### config.mk
export PLATFORM = sky130hd
export DESIGN_NAME = dmem_arbiter_flat
export DESIGN_NICKNAME = d
export VERILOG_FILES = /design/src/rtl/dmem_arbiter_pkg.sv /design/src/rtl/dmem_arbiter_if.sv /design/src/rtl/rr_pick2.sv /design/src/rtl/dmem_arbiter.sv /design/src/flat_wrapper.sv
export SDC_FILE = /design/constraint.sdc
export NUM_CORES = 1
export LEC_CHECK = 0
export ABC_CLOCK_PERIOD_IN_PS = 2900
export CORE_AREA = 2 2 117 119
export CTS_CLUSTER_DIAMETER = 80
export DETAILED_ROUTE_END_ITERATION = 8
export DIE_AREA = 0 0 119 121
export DONT_BUFFER_PORTS = 1
export SKIP_LAST_GASP = 1
export SLEW_MARGIN = 40
export SYNTH_ARGS = -nofsm -noshare
export SYNTH_HDL_FRONTEND = slang
export SYNTH_SLANG_ARGS = --single-unit
### constraint.sdc
create_clock -name clock -period 2.9 [get_ports clock]
set_input_delay 0.58 -clock clock [delete_from_list [all_inputs] [get_ports clock]]
set_output_delay 0.58 -clock clock [all_outputs]
set_load 0.03 [all_outputs]
### src/rtl/dmem_arbiter_pkg.sv
`default_nettype none
// ============================================================================
// Package     : dmem_arbiter_pkg
// Description : Port indices and defaults shared by the data-memory arbiter.
// Revision    : 1.0 - initial release
// ============================================================================
package dmem_arbiter_pkg;

    localparam logic c_PORT_CPU          = 1'b0;
    localparam logic c_PORT_AUX          = 1'b1;
    localparam int   c_DEFAULT_MAX_BURST = 8;
    localparam int   c_BURST_CNT_W       = 8;

    function automatic logic other_port(input logic port);
        return ~port;
    endfunction

endpackage : dmem_arbiter_pkg
`default_nettype wire

### src/rtl/dmem_arbiter_if.sv
`default_nettype none
// ============================================================================
// Interface   : dmem_arbiter_if
// Description : Requester and memory-side signals of the two-port arbiter.
// Revision    : 1.0 - initial release
// ============================================================================
interface dmem_arbiter_if #(
    parameter int ADDR_W = 32,
    parameter int DATA_W = 32
);

    logic              req0;
    logic              req1;
    logic              we0;
    logic              we1;
    logic              lock0;
    logic              lock1;
    logic [ADDR_W-1:0] addr0;
    logic [ADDR_W-1:0] addr1;
    logic [DATA_W-1:0] wdata0;
    logic [DATA_W-1:0] wdata1;
    logic              gnt0;
    logic              gnt1;
    logic              rvalid0;
    logic              rvalid1;
    logic [DATA_W-1:0] rdata0;
    logic [DATA_W-1:0] rdata1;
    logic              mem_we;
    logic [ADDR_W-1:0] mem_addr;
    logic [DATA_W-1:0] mem_wdata;
    logic [DATA_W-1:0] mem_rdata;

    // Arbiter view
    modport slave (
        input  req0, req1, we0, we1, lock0, lock1,
        input  addr0, addr1, wdata0, wdata1, mem_rdata,
        output gnt0, gnt1, rvalid0, rvalid1, rdata0, rdata1,
        output mem_we, mem_addr, mem_wdata
    );

    // Requester / memory view
    modport master (
        output req0, req1, we0, we1, lock0, lock1,
        output addr0, addr1, wdata0, wdata1, mem_rdata,
        input  gnt0, gnt1, rvalid0, rvalid1, rdata0, rdata1,
        input  mem_we, mem_addr, mem_wdata
    );

endinterface : dmem_arbiter_if
`default_nettype wire

### src/rtl/rr_pick2.sv
`default_nettype none
// ============================================================================
// Module      : rr_pick2
// Description : Combinational 2-way round-robin pick with owner override.
// Revision    : 1.0 - initial release
// ============================================================================
module rr_pick2
    import dmem_arbiter_pkg::*;
(
    input  logic [1:0] i_req,
    input  logic       i_last,
    input  logic       i_owner_vld,
    input  logic       i_owner,
    output logic       o_win,
    output logic       o_any_grant
);

    always_comb begin
        o_win       = c_PORT_CPU;
        o_any_grant = |i_req;
        if (i_owner_vld && i_req[i_owner]) begin
            o_win = i_owner;
        end else if (i_req == 2'b10) begin
            o_win = c_PORT_AUX;
        end else if (i_req == 2'b11) begin
            o_win = other_port(i_last);
        end
    end

endmodule : rr_pick2
`default_nettype wire

### src/rtl/dmem_arbiter.sv
`default_nettype none
// ============================================================================
// Module      : dmem_arbiter
// Description : Round-robin arbiter sharing one data memory between two ports,
//               with bounded locked bursts and one-cycle read return.
// Revision    : 1.0 - initial release
// ============================================================================
module dmem_arbiter
    import dmem_arbiter_pkg::*;
#(
    parameter int ADDR_W    = 32,
    parameter int DATA_W    = 32,
    parameter int MAX_BURST = c_DEFAULT_MAX_BURST
) (
    input  logic          clock,
    input  logic          reset,
    dmem_arbiter_if.slave bus
);

    localparam logic [c_BURST_CNT_W-1:0] c_BURST_LAST = c_BURST_CNT_W'(MAX_BURST - 1);

    logic                     r_last;
    logic                     r_owner;
    logic                     r_owner_vld;
    logic [c_BURST_CNT_W-1:0] r_burst_cnt;
    logic [1:0]               r_rd_tag;

    logic [1:0]               w_req;
    logic                     w_win;
    logic                     w_any;
    logic                     w_sel_aux;
    logic                     w_gnt0;
    logic                     w_gnt1;
    logic                     w_win_we;
    logic                     w_win_lock;
    logic                     w_other_req;
    logic [c_BURST_CNT_W-1:0] w_cnt_cur;
    logic [c_BURST_CNT_W-1:0] w_cnt_nxt;
    logic                     w_owner_nxt;
    logic                     w_owner_vld_nxt;
    logic [ADDR_W-1:0]        w_mem_addr;
    logic [DATA_W-1:0]        w_mem_wdata;

    // Reset masks requests so nothing reaches memory during reset cycles.
    assign w_req = {bus.req1, bus.req0} & {2{~reset}};

    rr_pick2 u_pick (
        .i_req       (w_req),
        .i_last      (r_last),
        .i_owner_vld (r_owner_vld),
        .i_owner     (r_owner),
        .o_win       (w_win),
        .o_any_grant (w_any)
    );

    assign w_sel_aux   = w_any & (w_win == c_PORT_AUX);
    assign w_gnt0      = w_any & (w_win == c_PORT_CPU);
    assign w_gnt1      = w_sel_aux;
    assign w_win_we    = w_sel_aux ? bus.we1   : bus.we0;
    assign w_win_lock  = w_sel_aux ? bus.lock1 : bus.lock0;
    assign w_other_req = w_req[other_port(w_win)];
    assign w_mem_addr  = w_sel_aux ? bus.addr1  : bus.addr0;
    assign w_mem_wdata = w_sel_aux ? bus.wdata1 : bus.wdata0;

    assign bus.gnt0      = w_gnt0;
    assign bus.gnt1      = w_gnt1;
    assign bus.mem_we    = w_any & w_win_we;
    assign bus.mem_addr  = w_mem_addr;
    assign bus.mem_wdata = w_mem_wdata;

    // Read tags are masked by reset so an in-flight read is dropped.
    assign bus.rvalid0 = r_rd_tag[0] & ~reset;
    assign bus.rvalid1 = r_rd_tag[1] & ~reset;
    assign bus.rdata0  = bus.mem_rdata;
    assign bus.rdata1  = bus.mem_rdata;

    // The burst count only carries over while the same port keeps ownership.
    // Hitting the limit with the other port waiting forces a release.
    always_comb begin
        w_cnt_cur       = (r_owner_vld && (r_owner == w_win)) ? r_burst_cnt : '0;
        w_cnt_nxt       = '0;
        w_owner_nxt     = r_owner;
        w_owner_vld_nxt = 1'b0;
        if (w_any && w_win_lock) begin
            if (!(w_other_req && (w_cnt_cur == c_BURST_LAST))) begin
                w_owner_vld_nxt = 1'b1;
                w_owner_nxt     = w_win;
                w_cnt_nxt       = w_other_req ? (w_cnt_cur + 1'b1) : w_cnt_cur;
            end
        end
    end

    always_ff @(posedge clock) begin
        if (reset) begin
            r_last      <= c_PORT_AUX;
            r_owner     <= c_PORT_CPU;
            r_owner_vld <= 1'b0;
            r_burst_cnt <= '0;
            r_rd_tag    <= 2'b00;
        end else begin
            if (w_any) begin
                r_last <= w_win;
            end
            r_owner     <= w_owner_nxt;
            r_owner_vld <= w_owner_vld_nxt;
            r_burst_cnt <= w_cnt_nxt;
            r_rd_tag    <= {w_gnt1 & ~bus.we1, w_gnt0 & ~bus.we0};
        end
    end

endmodule : dmem_arbiter
`default_nettype wire

### src/flat_wrapper.sv
// flat-port wrapper written by rule: the top's interface ports become plain ports
module dmem_arbiter_flat import dmem_arbiter_pkg::*;
#(
    parameter int ADDR_W    = 32,
    parameter int DATA_W    = 32,
    parameter int MAX_BURST = c_DEFAULT_MAX_BURST
)
  (clock, reset, bus_req0, bus_req1, bus_we0, bus_we1, bus_lock0, bus_lock1, bus_addr0, bus_addr1, bus_wdata0, bus_wdata1, bus_mem_rdata, bus_gnt0, bus_gnt1, bus_rvalid0, bus_rvalid1, bus_rdata0, bus_rdata1, bus_mem_we, bus_mem_addr, bus_mem_wdata);
  dmem_arbiter_if #(.ADDR_W(ADDR_W), .DATA_W(DATA_W)) bus_i ();
  input  logic clock;
  input  logic reset;
  input wire logic [$bits(bus_i.req0)-1:0] bus_req0;
  input wire logic [$bits(bus_i.req1)-1:0] bus_req1;
  input wire logic [$bits(bus_i.we0)-1:0] bus_we0;
  input wire logic [$bits(bus_i.we1)-1:0] bus_we1;
  input wire logic [$bits(bus_i.lock0)-1:0] bus_lock0;
  input wire logic [$bits(bus_i.lock1)-1:0] bus_lock1;
  input wire logic [$bits(bus_i.addr0)-1:0] bus_addr0;
  input wire logic [$bits(bus_i.addr1)-1:0] bus_addr1;
  input wire logic [$bits(bus_i.wdata0)-1:0] bus_wdata0;
  input wire logic [$bits(bus_i.wdata1)-1:0] bus_wdata1;
  input wire logic [$bits(bus_i.mem_rdata)-1:0] bus_mem_rdata;
  output wire logic [$bits(bus_i.gnt0)-1:0] bus_gnt0;
  output wire logic [$bits(bus_i.gnt1)-1:0] bus_gnt1;
  output wire logic [$bits(bus_i.rvalid0)-1:0] bus_rvalid0;
  output wire logic [$bits(bus_i.rvalid1)-1:0] bus_rvalid1;
  output wire logic [$bits(bus_i.rdata0)-1:0] bus_rdata0;
  output wire logic [$bits(bus_i.rdata1)-1:0] bus_rdata1;
  output wire logic [$bits(bus_i.mem_we)-1:0] bus_mem_we;
  output wire logic [$bits(bus_i.mem_addr)-1:0] bus_mem_addr;
  output wire logic [$bits(bus_i.mem_wdata)-1:0] bus_mem_wdata;
  assign bus_i.req0 = bus_req0;
  assign bus_i.req1 = bus_req1;
  assign bus_i.we0 = bus_we0;
  assign bus_i.we1 = bus_we1;
  assign bus_i.lock0 = bus_lock0;
  assign bus_i.lock1 = bus_lock1;
  assign bus_i.addr0 = bus_addr0;
  assign bus_i.addr1 = bus_addr1;
  assign bus_i.wdata0 = bus_wdata0;
  assign bus_i.wdata1 = bus_wdata1;
  assign bus_i.mem_rdata = bus_mem_rdata;
  assign bus_gnt0 = bus_i.gnt0;
  assign bus_gnt1 = bus_i.gnt1;
  assign bus_rvalid0 = bus_i.rvalid0;
  assign bus_rvalid1 = bus_i.rvalid1;
  assign bus_rdata0 = bus_i.rdata0;
  assign bus_rdata1 = bus_i.rdata1;
  assign bus_mem_we = bus_i.mem_we;
  assign bus_mem_addr = bus_i.mem_addr;
  assign bus_mem_wdata = bus_i.mem_wdata;
  dmem_arbiter #(.ADDR_W(ADDR_W), .DATA_W(DATA_W), .MAX_BURST(MAX_BURST)) u_core (.clock(clock), .reset(reset), .bus(bus_i));
endmodule
==> results of run 1 <==
==> metal layers <==
metal / wire [um] / track usage [%]
met3: 1150 / 6.06
met1: 2670 / 9.53
met5: 33 / 0
met4: 138 / 2.16
met2: 3130 / 13.6
==> cell type report <==
class / count / area (um2) / share of cell area (%)
Sequential cell: 13 / 260 / 13.8
Inverter: 5 / 18.8 / 0.993
Antenna cell: 3 / 7.51 / 0.397
Timing Repair Buffer: 3 / 35.0 / 1.85
Multi-Input combinational cell: 132 / 1270 / 67.2
Clock buffer: 4 / 78.8 / 4.17
Tap cell: 176 / 220 / 11.7
==> power breakdown <==
part | switching [uW] | internal [uW]
logic | 226 | 109
registers | 3.44 | 183
clock network | 77.9 | 186
==> placed cells by master, fill, tap and decap left out, types with 4 or more instances in the layout <==
master,synthesis,final
mux2_4,28,28
nor3_1,8,8
nand2_1,10,10
inv_1,5,5
nor2_1,4,4
nand3_1,7,7
mux2_2,37,37
dfxtp_1,13,13
==> stage by stage <==
stage	area [um2]	cells	utilization, %
detailed placement	1800	329	13.8
finish	1890	336	14.4
floorplan	2120	225	-
CTS	1880	333	14.4
global route	1880	333	14.4
global placement	1800	329	13.8
==> cells by family (layout without fill, tap and decap cells) <==
kind of cell,after synthesis,in the layout,share of synthesized area [%]
muxes,65,65,39.5
adders and majority gates,1,1,0.590
DFF,13,13,12.3
buffers and inverters,80,12,28.0
AOI/OAI and AO/OA,13,13,5.02
xor gates and xnor gates,5,5,2.07
other,0,3,0
and+or+nand+nor,48,48,12.6
==> sequential cells by signal, indices dropped and copies added (netlist names) <==
signal              count
u_core.r_burst_cnt      8
u_core.r_last           1
u_core.r_owner          1
u_core.r_owner_vld      1
u_core.r_rd_tag         2
==> final timing paths <==
kind                    startpoint               endpoint  depth (start not counted)
max reg2reg         u_core.r_owner         u_core.r_owner                          8
max             u_core.r_owner_vld       bus_mem_wdata[3]                          5
min                        bus_we1     u_core.r_rd_tag[1]                          1
min reg2reg  u_core.r_burst_cnt[1]  u_core.r_burst_cnt[1]                          2
==> critical path: stages, from the launching register on <==
cell	delay [ns]
dfxtp_1	0.37
or2_1	0.25
nand3_1	0.13
and2_4	0.18
buf_12	0.25
mux2_2	0.48
==> run metrics, run 1 <==
endpoints failing setup 0; Syn Inst Count 225; via/cell ratio 4.22; Area contributors post-synth buf_4 (23%), mux2_4 (20%), mux2_2 (20%); Setup CP Type reg2out; Netlist cell types 37; initial core utilization 16.2%; Hold Buf Count CTS 0; setup ws final 0.364 ns; HPWL after DPL 6.41 mm; clock transition at the registers of the reported paths 0.05 ns; worst hold slack 0.402 ns; Post-CTS Setup Inserts 0; EDFF count, synth 0; die height 121 um; pin count of the biggest net entering global routing 50; Max Transition Viols Final 0; Final Power 786 uW; worst slack, placed 0.176 ns; worst vdd ir 0.156 mV; synthesized flop and latch total 13; Yosys top cell area share 22.7%; outcome complete, no violations; post-synth top area cell buf_4; wire length per cell 21.2 um; vias in the first global route 1342; area delta synth->final -10.9%; Avg Cell Area, Syn 9.42 um2; Layout fillers 1469; Final nets 327; Post-CTS Resized 0; Max Cap Viol 0; Mapped Nets 394; Die W 119 um; remaining global-route overflow 0; worst clock skew 0.00402 ns; clock buffer depth 2; Worst Hold Class in2reg; first-pass GRT wire length 8.77 mm; drt total wl 7.12 mm; number of CTS-inserted buffers 3; die area 14400 um2; DRT iter0 DRCs 88; leading cell type by number of instances after synthesis buf_4; Lkg Pwr 0.000657 uW; setup TNS 0 ns; PD cells 416 nW/um2; vias 1418; floorplan core area 13100 um2; Cell Rows 42; final hold viol count 0; actual slew at the worst max-slew pin 0.727 ns; main flop type after synthesis dfxtp_1; Port Buffers 0; yosys warns 0; FF-to-FF setup slack 0.38 ns; Top Ports 301; Startpoint Class flop; period utilization 87.4%; critical path fanouts, max 49; Crit. End Element output pin; Slew HR 51.5%; unrepaired setup endpoints after global routing false; Worst-Skew Late Latency 0.24 ns; share of layout cells above drive strength 1 47.8%; synth cell count leaders buf_4 (64), mux2_2 (37), mux2_4 (28); Fmax achieved 0.394 GHz; Total Routing Usage GR 8.67%; post-route ant nets 0; CTS tree yes; Worst EP required 2.32 ns; CTS H-tree depth 1; DRC viols 0; clock tree root driver cell clkbuf_16; Placer Congestion 0.750; async set-reset flop share out of synthesis 0%; DR pass1 iterations 4; clk sink count 13; minimum clock period 2.54 ns; Critical Path AT 1.96 ns; sequential fraction of the synthesis area 12.3%; Post-Synthesis Cell Area 2120 um2; initial antenna violation count 7
(Power assumes the default switching activity.)
==> inputs of run 2 (changes only) <==
--- a/config.mk
+++ b/config.mk
@@ -6,10 +6,10 @@
 export NUM_CORES = 1
 export LEC_CHECK = 0
 export ABC_CLOCK_PERIOD_IN_PS = 2900
-export CORE_AREA = 2 2 117 119
+export CORE_AREA = 2 2 116 118
 export CTS_CLUSTER_DIAMETER = 80
 export DETAILED_ROUTE_END_ITERATION = 8
-export DIE_AREA = 0 0 119 121
+export DIE_AREA = 0 0 118 120
 export DONT_BUFFER_PORTS = 1
 export SKIP_LAST_GASP = 1
 export SLEW_MARGIN = 40
==> run metrics, run 2 (synthesized netlist as in run 1, its figures left out) <==
max reg flops 8 (unchanged); Final nets 327 (unchanged); Switch Pwr 298 uW (-3.1%); DR pass1 iterations 4 (unchanged); minimum clock period 2.50 ns (-0.0349 ns); Fmax achieved 0.400 GHz (+1.4%); Die W 118 um (-0.84%); CTS H-tree depth 1 (unchanged); CTS tree yes; clock tree root driver cell clkbuf_16; Critical Path AT 1.92 ns (-0.04 ns); Worst R2R End u_core.r_owner; post-route ant nets 0 (unchanged); unrepaired setup endpoints after global routing false; Setup CP Type reg2out; initial antenna violation count 9 (+2); max incr delay on CP 0.47 ns (about the same); Cell Rows 42 (unchanged); area delta synth->final -10.5%; first-pass GRT wire length 9.11 mm (+3.9%); highest metal used met5; switch share 38.4% (-0.80 points); worst reg2reg path startpoint u_core.r_owner; Clk pwr share 32.7% (-0.8 points); period utilization 86.2% (-1.2 points); setup TNS 0 ns (unchanged); Worst Hold Class in2reg; remaining global-route overflow 0 (unchanged); Placed Area 1820 um2 (+0.69%); PD cells 410 nW/um2 (-1.5%); floorplan core area 13000 um2 (-0.80%); Lkg Pwr 0.000661 uW (+0.50%); pin count of the biggest net entering global routing 39 (-22%); Hold Buf Count CTS 0 (unchanged); HPWL after DPL 6.46 mm (+0.91%); Startpoint Class flop; DRC viols 0 (unchanged); Combinational Power Share 43.3% (+0.6 points); CP max stage cell mux2_2; initial core utilization 16.3% (+0.13 points); Total Routing Usage GR 9.14% (+0.47 points); via/cell ratio 4.14 (-1.9%); die area 14200 um2 (-1.7%); Slew HR 48.7% (-2.8 points); endpoints failing setup 0 (unchanged); Regs by FF count u_core.r_burst_cnt (8), u_core.r_rd_tag (2); vias 1383 (-2.5%); Crit. End Element output pin; commonest non-fill, non-tap cells in the layout mux2_2 (37), mux2_4 (28), dfxtp_1 (13), nand2_1 (10), nor3_1 (8); R2R cell count 8 (unchanged); share of layout cells above drive strength 1 47.8% (unchanged); Max Transition Viols Final 0 (unchanged); WHS Path Cells 1 (unchanged); Layout fillers 1493 (+1.6%); final hold viol count 0 (unchanged); Top Ports 301 (unchanged); worst vdd ir 0.132 mV (-16%); outcome complete, no violations; routed wl met3 776 um (-33%); hold endpoint u_core.r_rd_tag[1]; clock buffer depth 2 (unchanged); Post-CTS Resized 0 (unchanged); critical path fanouts, max 38 (-22%); power share of the sequential group 24.0% (+0.2 points); post-route cell area 1900 um2 (+0.40%); Placer Congestion 0.769 (+2.6%); most common cell after layout, fill and taps aside mux2_2; vias in the first global route 1245 (-7.2%); Worst-Skew Late Latency 0.24 ns (about the same); largest register by flop count u_core.r_burst_cnt; drt total wl 7.22 mm (+1.3%); fin util 14.6% (+0.17 points); clock transition at the registers of the reported paths 0.04 ns (about the same); clk sink count 13 (unchanged); Worst EP required 2.32 ns (about the same); DRT iter0 DRCs 66 (-25%); Port Buffers 0 (unchanged); Max Cap Viol 0 (unchanged); CP cell instances or2_1 -> nand3_1 -> and2_4 -> buf_12 -> mux2_2; wire length per cell 21.6 um (+1.9%); Pint 479 uW (+0.23%); number of CTS-inserted buffers 3 (unchanged); Post-CTS Setup Inserts 0 (unchanged); actual slew at the worst max-slew pin 0.769 ns (+0.0420 ns); FF-to-FF setup slack 0.41 ns (+0.03 ns); worst clock skew 0.000485 ns (-0.00353 ns); die height 120 um (-0.83%); setup ws final 0.399 ns (+0.0349 ns); wl on met1 2.37 mm (-11%); hold_sp bus_we1; Final Power 777 uW (-1.1%); met2 WL 3.64 mm (+16%); worst slack, placed 0.217 ns (+0.0415 ns)
-- run 2: cell types whose count changed in the layout (fill, tap and decap cells not counted), sizes merged --
cell,before,now
diode,3,1
-- run 2: layer usage --
metal	vias to the layer above	GRT usage [%]
li1	583	-
met1	602	9.32
met2	145	16.5
met3	49	3.14
met4	4	4.82
met5	-	0
-- run 2: layout make-up --
type                       instances  area [um2]  share of cell area (%)
timing repair buffer               3        47.5                    2.51
tap                              176         220                    11.6
antenna                            1        2.50                   0.132
inverter                           5        18.8                   0.989
multi-input combinational        132        1270                    66.9
sequential                        13         260                    13.7
clock buffer                       4        78.8                    4.16
-- run 2: critical path, delay by kind of cell, from the launching register on --
kind / cells / cell delay, ns
multiplexers: 1 / 0.47
buffers and inverters: 1 / 0.23
flip-flops: 1 / 0.36
AND/OR/NAND/NOR: 3 / 0.58
-- run 2: power groups by stage --
stage	Sequential [uW]	Combinational [uW]	Clock, uW
after floorplan	189	484	0
after global placement	190	338	0
after detailed placement	190	338	0
after CTS	187	339	261
after global routing	187	348	273
final	187	337	254
-- run 2: worst max-delay path by stage --
stage / start / endpoint / depth (start not counted) / slack [ns]
detailed placement: reset / u_core.r_owner / 8 / 0.22
global placement: reset / u_core.r_owner / 8 / 0.28
finish: u_core.r_owner_vld / bus_mem_wdata[26] / 5 / 0.40
global route: u_core.r_owner_vld / bus_mem_wdata[26] / 5 / 0.28
floorplan: bus_req0 / u_core.r_owner / 9 / 0.22
CTS: u_core.r_owner_vld / bus_mem_wdata[26] / 5 / 0.39
-- run 2: stage by stage --
stage                     cells  hold slack [ns]
after floorplan             225            0.452
after global placement      329            0.479
after detailed placement    329            0.477
after CTS                   333            0.405
after global routing        333            0.403
final                       334            0.409
